[src/rtl/bram_arbiter_if.sv]
`default_nettype none
// ============================================================================
// Module      : bram_arbiter_if
// Description : Requester-side bundle of the two-port BRAM arbiter.
//               master : seen from the requesters (drive req/addr/din/we)
//               slave  : seen from the arbiter (drives gnt/rdata/rvalid)
// Signals     : reqN, gntN, addrN[AW], dinN[WIDTH], weN   (N = 0,1)
//               rdata[WIDTH] shared read data, rvalidN per-requester valid
// Revision    : 1.0 - initial release
// ============================================================================
interface bram_arbiter_if #(
  parameter int WIDTH = 8,
  parameter int AW    = 8
);
  logic             req0;
  logic             req1;
  logic             gnt0;
  logic             gnt1;
  logic [AW-1:0]    addr0;
  logic [AW-1:0]    addr1;
  logic [WIDTH-1:0] din0;
  logic [WIDTH-1:0] din1;
  logic             we0;
  logic             we1;
  logic [WIDTH-1:0] rdata;
  logic             rvalid0;
  logic             rvalid1;

  modport master (
    output req0, req1, addr0, addr1, din0, din1, we0, we1,
    input  gnt0, gnt1, rdata, rvalid0, rvalid1
  );

  modport slave (
    input  req0, req1, addr0, addr1, din0, din1, we0, we1,
    output gnt0, gnt1, rdata, rvalid0, rvalid1
  );
endinterface
`default_nettype wire

[src/rtl/bram_arbiter.sv]
`default_nettype none
// ============================================================================
// Module      : bram_arbiter
// Description : Shares one single-port, 1-cycle-latency BRAM between two
//               requesters. Ownership is held until released, contention is
//               resolved round-robin, and an optional hold limit lets a
//               waiting requester preempt the owner. Each requester addresses
//               its own window via a per-requester base offset.
// Ports       : clk        clock
//               rst_n      asynchronous reset, active low
//               bus        requester bundle (bram_arbiter_if.slave)
//               mem_addr   BRAM address
//               mem_din    BRAM write data
//               mem_we     BRAM write enable
//               mem_dout   BRAM read data (returned unmodified on bus.rdata)
// Revision    : 1.0 - initial release
// ============================================================================
module bram_arbiter #(
  parameter int WIDTH    = 8,
  parameter int AW       = 8,
  parameter int BASE0    = 0,
  parameter int BASE1    = 128,
  parameter int MAX_HOLD = 0
) (
  input  wire logic             clk,
  input  wire logic             rst_n,
  bram_arbiter_if.slave         bus,
  output logic [AW-1:0]         mem_addr,
  output logic [WIDTH-1:0]      mem_din,
  output logic                  mem_we,
  input  wire logic [WIDTH-1:0] mem_dout
);

  localparam logic [1:0] IDLE = 2'd0;
  localparam logic [1:0] OWN0 = 2'd1;
  localparam logic [1:0] OWN1 = 2'd2;

  localparam int         HW         = (MAX_HOLD > 2) ? $clog2(MAX_HOLD) : 1;
  localparam logic [HW-1:0] HOLD_SAT = HW'((MAX_HOLD > 0) ? MAX_HOLD - 1 : 0);
  localparam bit         PREEMPT_EN = (MAX_HOLD > 0);
  localparam logic [AW-1:0] OFS0    = AW'(BASE0);
  localparam logic [AW-1:0] OFS1    = AW'(BASE1);

  logic [1:0]    state, state_nxt;
  logic          last, last_nxt;     // requester served most recently
  logic [HW-1:0] hold_cnt, hold_nxt;

  // State register
  always_ff @(posedge clk or negedge rst_n) begin
    if (!rst_n) begin
      state       <= IDLE;
      last        <= 1'b1;
      hold_cnt    <= '0;
      bus.rvalid0 <= 1'b0;
      bus.rvalid1 <= 1'b0;
    end else begin
      state       <= state_nxt;
      last        <= last_nxt;
      hold_cnt    <= hold_nxt;
      bus.rvalid0 <= bus.gnt0 & ~bus.we0;
      bus.rvalid1 <= bus.gnt1 & ~bus.we1;
    end
  end

  // Next-state logic
  always_comb begin
    state_nxt = state;
    last_nxt  = last;
    case (state)
      IDLE: begin
        if (bus.req0 && bus.req1) state_nxt = last ? OWN0 : OWN1;
        else if (bus.req0)        state_nxt = OWN0;
        else if (bus.req1)        state_nxt = OWN1;
      end
      OWN0: begin
        if (!bus.req0) begin
          state_nxt = bus.req1 ? OWN1 : IDLE;
          last_nxt  = 1'b0;
        end else if (PREEMPT_EN && bus.req1 && hold_cnt == HOLD_SAT) begin
          state_nxt = OWN1;
          last_nxt  = 1'b0;
        end
      end
      OWN1: begin
        if (!bus.req1) begin
          state_nxt = bus.req0 ? OWN0 : IDLE;
          last_nxt  = 1'b1;
        end else if (PREEMPT_EN && bus.req0 && hold_cnt == HOLD_SAT) begin
          state_nxt = OWN0;
          last_nxt  = 1'b1;
        end
      end
      default: state_nxt = IDLE;
    endcase

    // Hold counter restarts on any ownership change and saturates so a
    // long-idle owner is preempted on the very next edge once the other waits.
    if (state_nxt != state)
      hold_nxt = '0;
    else if (state != IDLE && hold_cnt != HOLD_SAT)
      hold_nxt = hold_cnt + 1'b1;
    else
      hold_nxt = hold_cnt;
  end

  // Output logic: grants and BRAM datapath decoded from state
  always_comb begin
    bus.gnt0 = (state == OWN0);
    bus.gnt1 = (state == OWN1);
    mem_addr = '0;
    mem_din  = '0;
    mem_we   = 1'b0;
    case (state)
      OWN0: begin
        mem_addr = bus.addr0 + OFS0;   // wraps modulo 2**AW
        mem_din  = bus.din0;
        mem_we   = bus.we0;
      end
      OWN1: begin
        mem_addr = bus.addr1 + OFS1;
        mem_din  = bus.din1;
        mem_we   = bus.we1;
      end
      default: ;
    endcase
  end

  assign bus.rdata = mem_dout;

endmodule
`default_nettype wire

[src/flat_wrapper.sv]
// flat-port wrapper written by rule: the top's interface ports become plain ports
module bram_arbiter_flat 
#(
  parameter int WIDTH    = 8,
  parameter int AW       = 8,
  parameter int BASE0    = 0,
  parameter int BASE1    = 128,
  parameter int MAX_HOLD = 0
)
  (clk, rst_n, mem_addr, mem_din, mem_we, mem_dout, bus_req0, bus_req1, bus_addr0, bus_addr1, bus_din0, bus_din1, bus_we0, bus_we1, bus_gnt0, bus_gnt1, bus_rdata, bus_rvalid0, bus_rvalid1);
  bram_arbiter_if #(.WIDTH(WIDTH), .AW(AW)) bus_i ();
  input  wire logic clk;
  input  wire logic rst_n;
  output logic [AW-1:0] mem_addr;
  output logic [WIDTH-1:0] mem_din;
  output logic mem_we;
  input  wire logic [WIDTH-1:0] mem_dout;
  input wire logic [$bits(bus_i.req0)-1:0] bus_req0;
  input wire logic [$bits(bus_i.req1)-1:0] bus_req1;
  input wire logic [$bits(bus_i.addr0)-1:0] bus_addr0;
  input wire logic [$bits(bus_i.addr1)-1:0] bus_addr1;
  input wire logic [$bits(bus_i.din0)-1:0] bus_din0;
  input wire logic [$bits(bus_i.din1)-1:0] bus_din1;
  input wire logic [$bits(bus_i.we0)-1:0] bus_we0;
  input wire logic [$bits(bus_i.we1)-1:0] bus_we1;
  output wire logic [$bits(bus_i.gnt0)-1:0] bus_gnt0;
  output wire logic [$bits(bus_i.gnt1)-1:0] bus_gnt1;
  output wire logic [$bits(bus_i.rdata)-1:0] bus_rdata;
  output wire logic [$bits(bus_i.rvalid0)-1:0] bus_rvalid0;
  output wire logic [$bits(bus_i.rvalid1)-1:0] bus_rvalid1;
  assign bus_i.req0 = bus_req0;
  assign bus_i.req1 = bus_req1;
  assign bus_i.addr0 = bus_addr0;
  assign bus_i.addr1 = bus_addr1;
  assign bus_i.din0 = bus_din0;
  assign bus_i.din1 = bus_din1;
  assign bus_i.we0 = bus_we0;
  assign bus_i.we1 = bus_we1;
  assign bus_gnt0 = bus_i.gnt0;
  assign bus_gnt1 = bus_i.gnt1;
  assign bus_rdata = bus_i.rdata;
  assign bus_rvalid0 = bus_i.rvalid0;
  assign bus_rvalid1 = bus_i.rvalid1;
  bram_arbiter #(.WIDTH(WIDTH), .AW(AW), .BASE0(BASE0), .BASE1(BASE1), .MAX_HOLD(MAX_HOLD)) u_core (.clk(clk), .rst_n(rst_n), .bus(bus_i), .mem_addr(mem_addr), .mem_din(mem_din), .mem_we(mem_we), .mem_dout(mem_dout));
endmodule
[config.mk]
export PLATFORM = sky130hd
export DESIGN_NAME = bram_arbiter_flat
export DESIGN_NICKNAME = d
export VERILOG_FILES = /design/src/rtl/bram_arbiter_if.sv /design/src/rtl/bram_arbiter.sv /design/src/flat_wrapper.sv
export SDC_FILE = /design/constraint.sdc
export NUM_CORES = 1
export LEC_CHECK = 0
export ABC_AREA = 1
export BUFFER_PORTS_ARGS = -buffer_cell sky130_fd_sc_hd__buf_2
export CORE_MARGIN = 2
export CORE_UTILIZATION = 35
export CTS_BUF_LIST = sky130_fd_sc_hd__clkbuf_16
export DETAILED_ROUTE_END_ITERATION = 6
export PLACE_DENSITY = 0.9
export SYNTH_ARGS = -nofsm -noshare
export SYNTH_HDL_FRONTEND = slang
export SYNTH_SLANG_ARGS = --single-unit
[constraint.sdc]
create_clock -name clk -period 2.12 [get_ports clk]
set_input_delay 0.212 -clock clk [delete_from_list [all_inputs] [get_ports clk]]
set_output_delay 0.212 -clock clk [all_outputs]
set_load 0.03 [all_outputs]
# Word-level counts from Yosys, hierarchy flattened
# Index checks and enable logic that the tools add are counted.
# classes
order_cmp,0
n_div,0
mul,0
n_mux,15
n_eq_ne,5
reduce_logical,5
add_sub_neg,1
shifts,0
bitwise,4
# ops
op,count
$pmux W8 S2,2
$mux W2,7
$add A8 B8 Y8 const B,1
$pmux W2 S3,1
$reduce_and A3 Y1,2
$ne A2 B2 Y1 const B,2
$ne A4 B3 Y1 const B,1
$pmux W1 S2,2
$mux W1,3
$and A1 B1 Y1,2
$eq A2 B1 Y1 const B,1
$eq A2 B2 Y1 const B,1
$logic_not A2 Y1,1
$not A1 Y1,2
$reduce_bool A2 Y1,1
$logic_and A1 B1 Y1,1
# totals
mem_count,0
ramBits,0
input_bits,46
register_bits,5
romBits,0
latch_bits,0
word_cells,34

# Longest topological paths before layout
# logic_depth
depth_word,4
ltp_mapped,9
mapped_depth_nobuf,9

# Worst setup path after synthesis
# Ideal clock, no wire load.
# synth_timing
path_kind,reg-to-output
from,register u_core.state[0]
to,output mem_addr[5]
arrival_time_ns,1.685
t_required_ns,1.908
setup_slack_ns,0.223
stages_incl_launch_ff,7
cell_sequence,dfrtp_1 > inv_1 > ha_1 > buf_4 > buf_6 > nand2_1 > a21oi_1
# synth_via
elab_chain_cells,2
elab_cells_between_ends,3
classes_between,2 x eq/ne; 1 x mux
# synth_rtl
item,line,text
from (decl),bram_arbiter.sv:44,"logic [1:0] state, state_nxt;"
from (signal assigned),bram_arbiter.sv:57,state <= state_nxt;
$eq A2 B2 Y1,n/a,
named net bus_gnt1,flat_wrapper.sv:27,output wire logic [$bits(bus_i.gnt1)-1:0] bus_gnt1;
$pmux W8 S2,bram_arbiter.sv:113,case (state)
to (decl),flat_wrapper.sv:14,output logic [AW-1:0] mem_addr;
# The timed path passes the listed nets, and every way through them passes these cells.

# Final worst setup path
# layout_timing
from,register u_core.state[0]
to,output mem_din[5]
# layout_via
elab_chain_cells,2
elab_cells_between_ends,3
classes_between,2 x eq/ne; 1 x mux
# layout_rtl
item,line,text
$eq A2 B2 Y1 or $eq A2 B1 Y1 (tied branches),bram_arbiter.sv:113,
$pmux W8 S2 *,bram_arbiter.sv:113,
to (decl),flat_wrapper.sv:15,output logic [WIDTH-1:0] mem_din;
# Mark *: on every way between the ends. The rest lies on a longest branch, timed or not.

==> reports/metrics.yaml <==
timing:
  fin_ws_ns: 0.305
  fin_crit_ns: 1.81
  maxSlewViolCount: 0
  rsz0062_at_grt: "no"
  max_freq_mhz: 551
  setup_tns_ns: 0
  min_period_over_period_pct: 85.6
  worstMarginPinSlew_ns: 0.310
  skew_ns: 0.00178
  max_slew_margin_pct: 79.3
  finalSetupViolCount: 0
  finalHoldViolCount: 0
cells_and_area:
  drive_above_1_share_pct: 44.4
  antenna_cells: 0
  nNetsFinal: 212
  nFillCells: 179
  instances_no_fill: 185
  register_area_um2: 126
  syn_to_final_growth_pct: 49.7
  multiInputGateArea_um2: 413
synthesis:
  netlist_instances: 108
  avgSynthCellArea_um2: 6.17
  synthDistinctLibCells: 18
  synth_flop_cell: "dfrtp_1"
  yosys-top-cells-area: "nand2_1 (28%), dfrtp_1 (15%), a21oi_1 (12%), buf_4 (11%), ha_1 (9.4%)"
  synth_fp_nets: 159
  synth.most_common_cell: "nand2_1"
  synth_top_cell_area_share_pct: 27.6
  yosysWarningCount: 0
  yosys.area.top_type: "nand2_1"
  synth_edf_count: 0
  synth_area_um2: 667
  yosysSeqAreaShare_pct: 18.9
  yosys-top-cells-count: "nand2_1 (49), a21oi_1 (16), buf_4 (10)"
  synthArstFlopShare_pct: 100
  ys_ff_latch: 5
pwr:
  p_leak_nw: 0.575
  intPower_mw: 0.664
  comb_power_share_pct: 67.4
  swShare_pct: 53.6
  seqPwrFrac_pct: 11.2
  netSwitchingPower_mw: 0.766
  ir_worst_vdd_mv: 0.707
  p_per_area_mw_per_mm2: 1430
  p_clk_share_pct: 21.4
setup_path:
  startpoint_type: "register"
  cp.arrival_ns: 1.60
  r2r_setup_slack_ns: 0.70
  cp_max_fo: 17
  cp_top_family: "flip-flops"
  crit_slowest_cell: "dfrtp_1"
  setup.worst_path.class: "reg -> out"
  crit_required_ns: 1.91
  cpPeakStageDelay_ns: 0.40
  cp-end-kind: "output port"
  crit_chain: "inv_1, ha_2, nand2_1, a21oi_1, buf_2"
  worst-path-buf-inv: 2
drt:
  drtIter0Drc: 11
  drcViolationCount: 0
  drtPass1Iterations: 7
  via_per_inst: 4.62
  routed_wl_mm: 2.01
  postRouteAntennaNets: 0
  routedWlPerCell_um: 10.8
  num_vias: 855
floorplanning:
  fp-row-count: 15
  core_area_mm2: 0.00176
  initial_core_util_pct: 37.8
  dieHeight_um: 47.7
  chipWidth_um: 47.7
  die_area_mm2: 0.00227
  io_pins: 75
placed_design:
  place_inst: 180
  finalWeightedCongestion: 0.840
  dp_hpwl_mm: 1.63
  port_buffers: 58
  place_ws_ns: 0.385
clock_tree:
  tritoncts: "yes"
  htreeDepth: 1
  cts_buffer_depth: 2
  cts_buffers: 3
  clock_latency_ns: 0.23
  root_buffer: "clkbuf_16"
  post_cts_buffers: 0
  clkTransAtPathRegs_ns: 0.03
  cts_sinks: 5
grt:
  antenna_found_initial: 0
  overflow: 0
  grt_pass1_vias: 752
  grt_max_degree: 18
  grt_pass1_wl_mm: 2.95
  grt_usage_pct: 19.0
run_status:
  status: "finished clean"
worst_hold_path:
  hold_path_class: "in -> reg"
flow_run:
  cap_violations: 0
-- repair_timing --
item                                    4_1_cts  5_1_grt
gates resized for setup                       0        1
endpoints found under the setup margin        0        2
hold endpoints to repair                      5        0
hold buffers                                  1        0
-- flip-flops by register name, summed over array words and instances, names as in the netlist --
name	cells
u_core.bus.rvalid0	1
u_core.last	1
u_core.state	2
u_core.bus.rvalid1	1
-- worst register-to-register path, stage by stage, from the launching register on --
cell and delay, ns:
dfrtp_1 0.43, inv_1 0.11, ha_1 0.18, buf_4 0.20, nand2_1 0.07, nand2_1 0.07
inv_2 0.05, nand2_4 0.07, nor2_4 0.03, nand2_1 0.05, nand2_1 0.05
-- cell families after synthesis --
group / synth area share [%]
compound gates: 15.4
fa+ha+maj: 9.38
buf+inv: 19.5
flops: 19.0
simple gates: 36.8
-- path summary, 6_finish.rpt --
check,from,to,cells past startpoint
min,bus_we0,u_core.bus.rvalid0$_DFF_PN0_,2
min in group asynchronous,rst_n,u_core.state[1]$_DFFE_PN0P_,2
max reg2reg,u_core.state[1]$_DFFE_PN0P_,u_core.state[0]$_DFFE_PN0P_,10
max,u_core.state[0]$_DFFE_PN0P_,mem_din[5],5
max in group asynchronous,rst_n,u_core.last$_DFFE_PN1P_,2
min reg2reg,u_core.last$_DFFE_PN1P_,u_core.last$_DFFE_PN1P_,2
-- per-stage QoR --
step                      hold WS [ns]  cell area [µm²]  util (%)  power [mW]
final                            0.143              998      56.6        1.43
after global placement          0.0302              907      51.4        1.09
after detailed placement        0.0312              907      51.4        1.12
after floorplan                -0.0836              667         -       0.933
after global routing             0.144              998      56.6        1.54
after CTS                        0.142              996      56.5        1.44
-- per-layer routing --
metal	wire length (µm)	part of all wire, %	global-route usage [%]
met3	151	7.5	6.79
met1	709	35	17.4
met5	0	0	0
met4	31	1.5	10.3
met2	1110	55	36.2
-- power by group through the flow --
stage | clock network, mW | registers [mW] | logic (mW)
global placement | 0 | 0.157 | 0.931
floorplan | 0 | 0.171 | 0.762
global route | 0.317 | 0.163 | 1.06
detailed placement | 0 | 0.159 | 0.963
finish | 0.306 | 0.160 | 0.964
CTS | 0.312 | 0.159 | 0.966
-- final cells by class --
cell class	count	share of cell area, %
well taps	25	3.13
clock buffers	3	7.52
inverters	9	3.38
multi-input cells	81	41.4
repair buffers	61	31.6
clock inverters	1	0.376
flip-flops and latches	5	12.7
-- cells in the final DEF, fill, tap and decap left out, drive strengths merged --
cell type     n
clkbuf        3
o21ai         2
nand3         3
inv          10
dlygate4sd3   1
a21oi        16
ha            5
dfstp         1
nand2        50
dfrtp         4
buf          60
a2bb2oi       1
nor2          4
No activity file was read; power rests on OpenSTA's default activity.
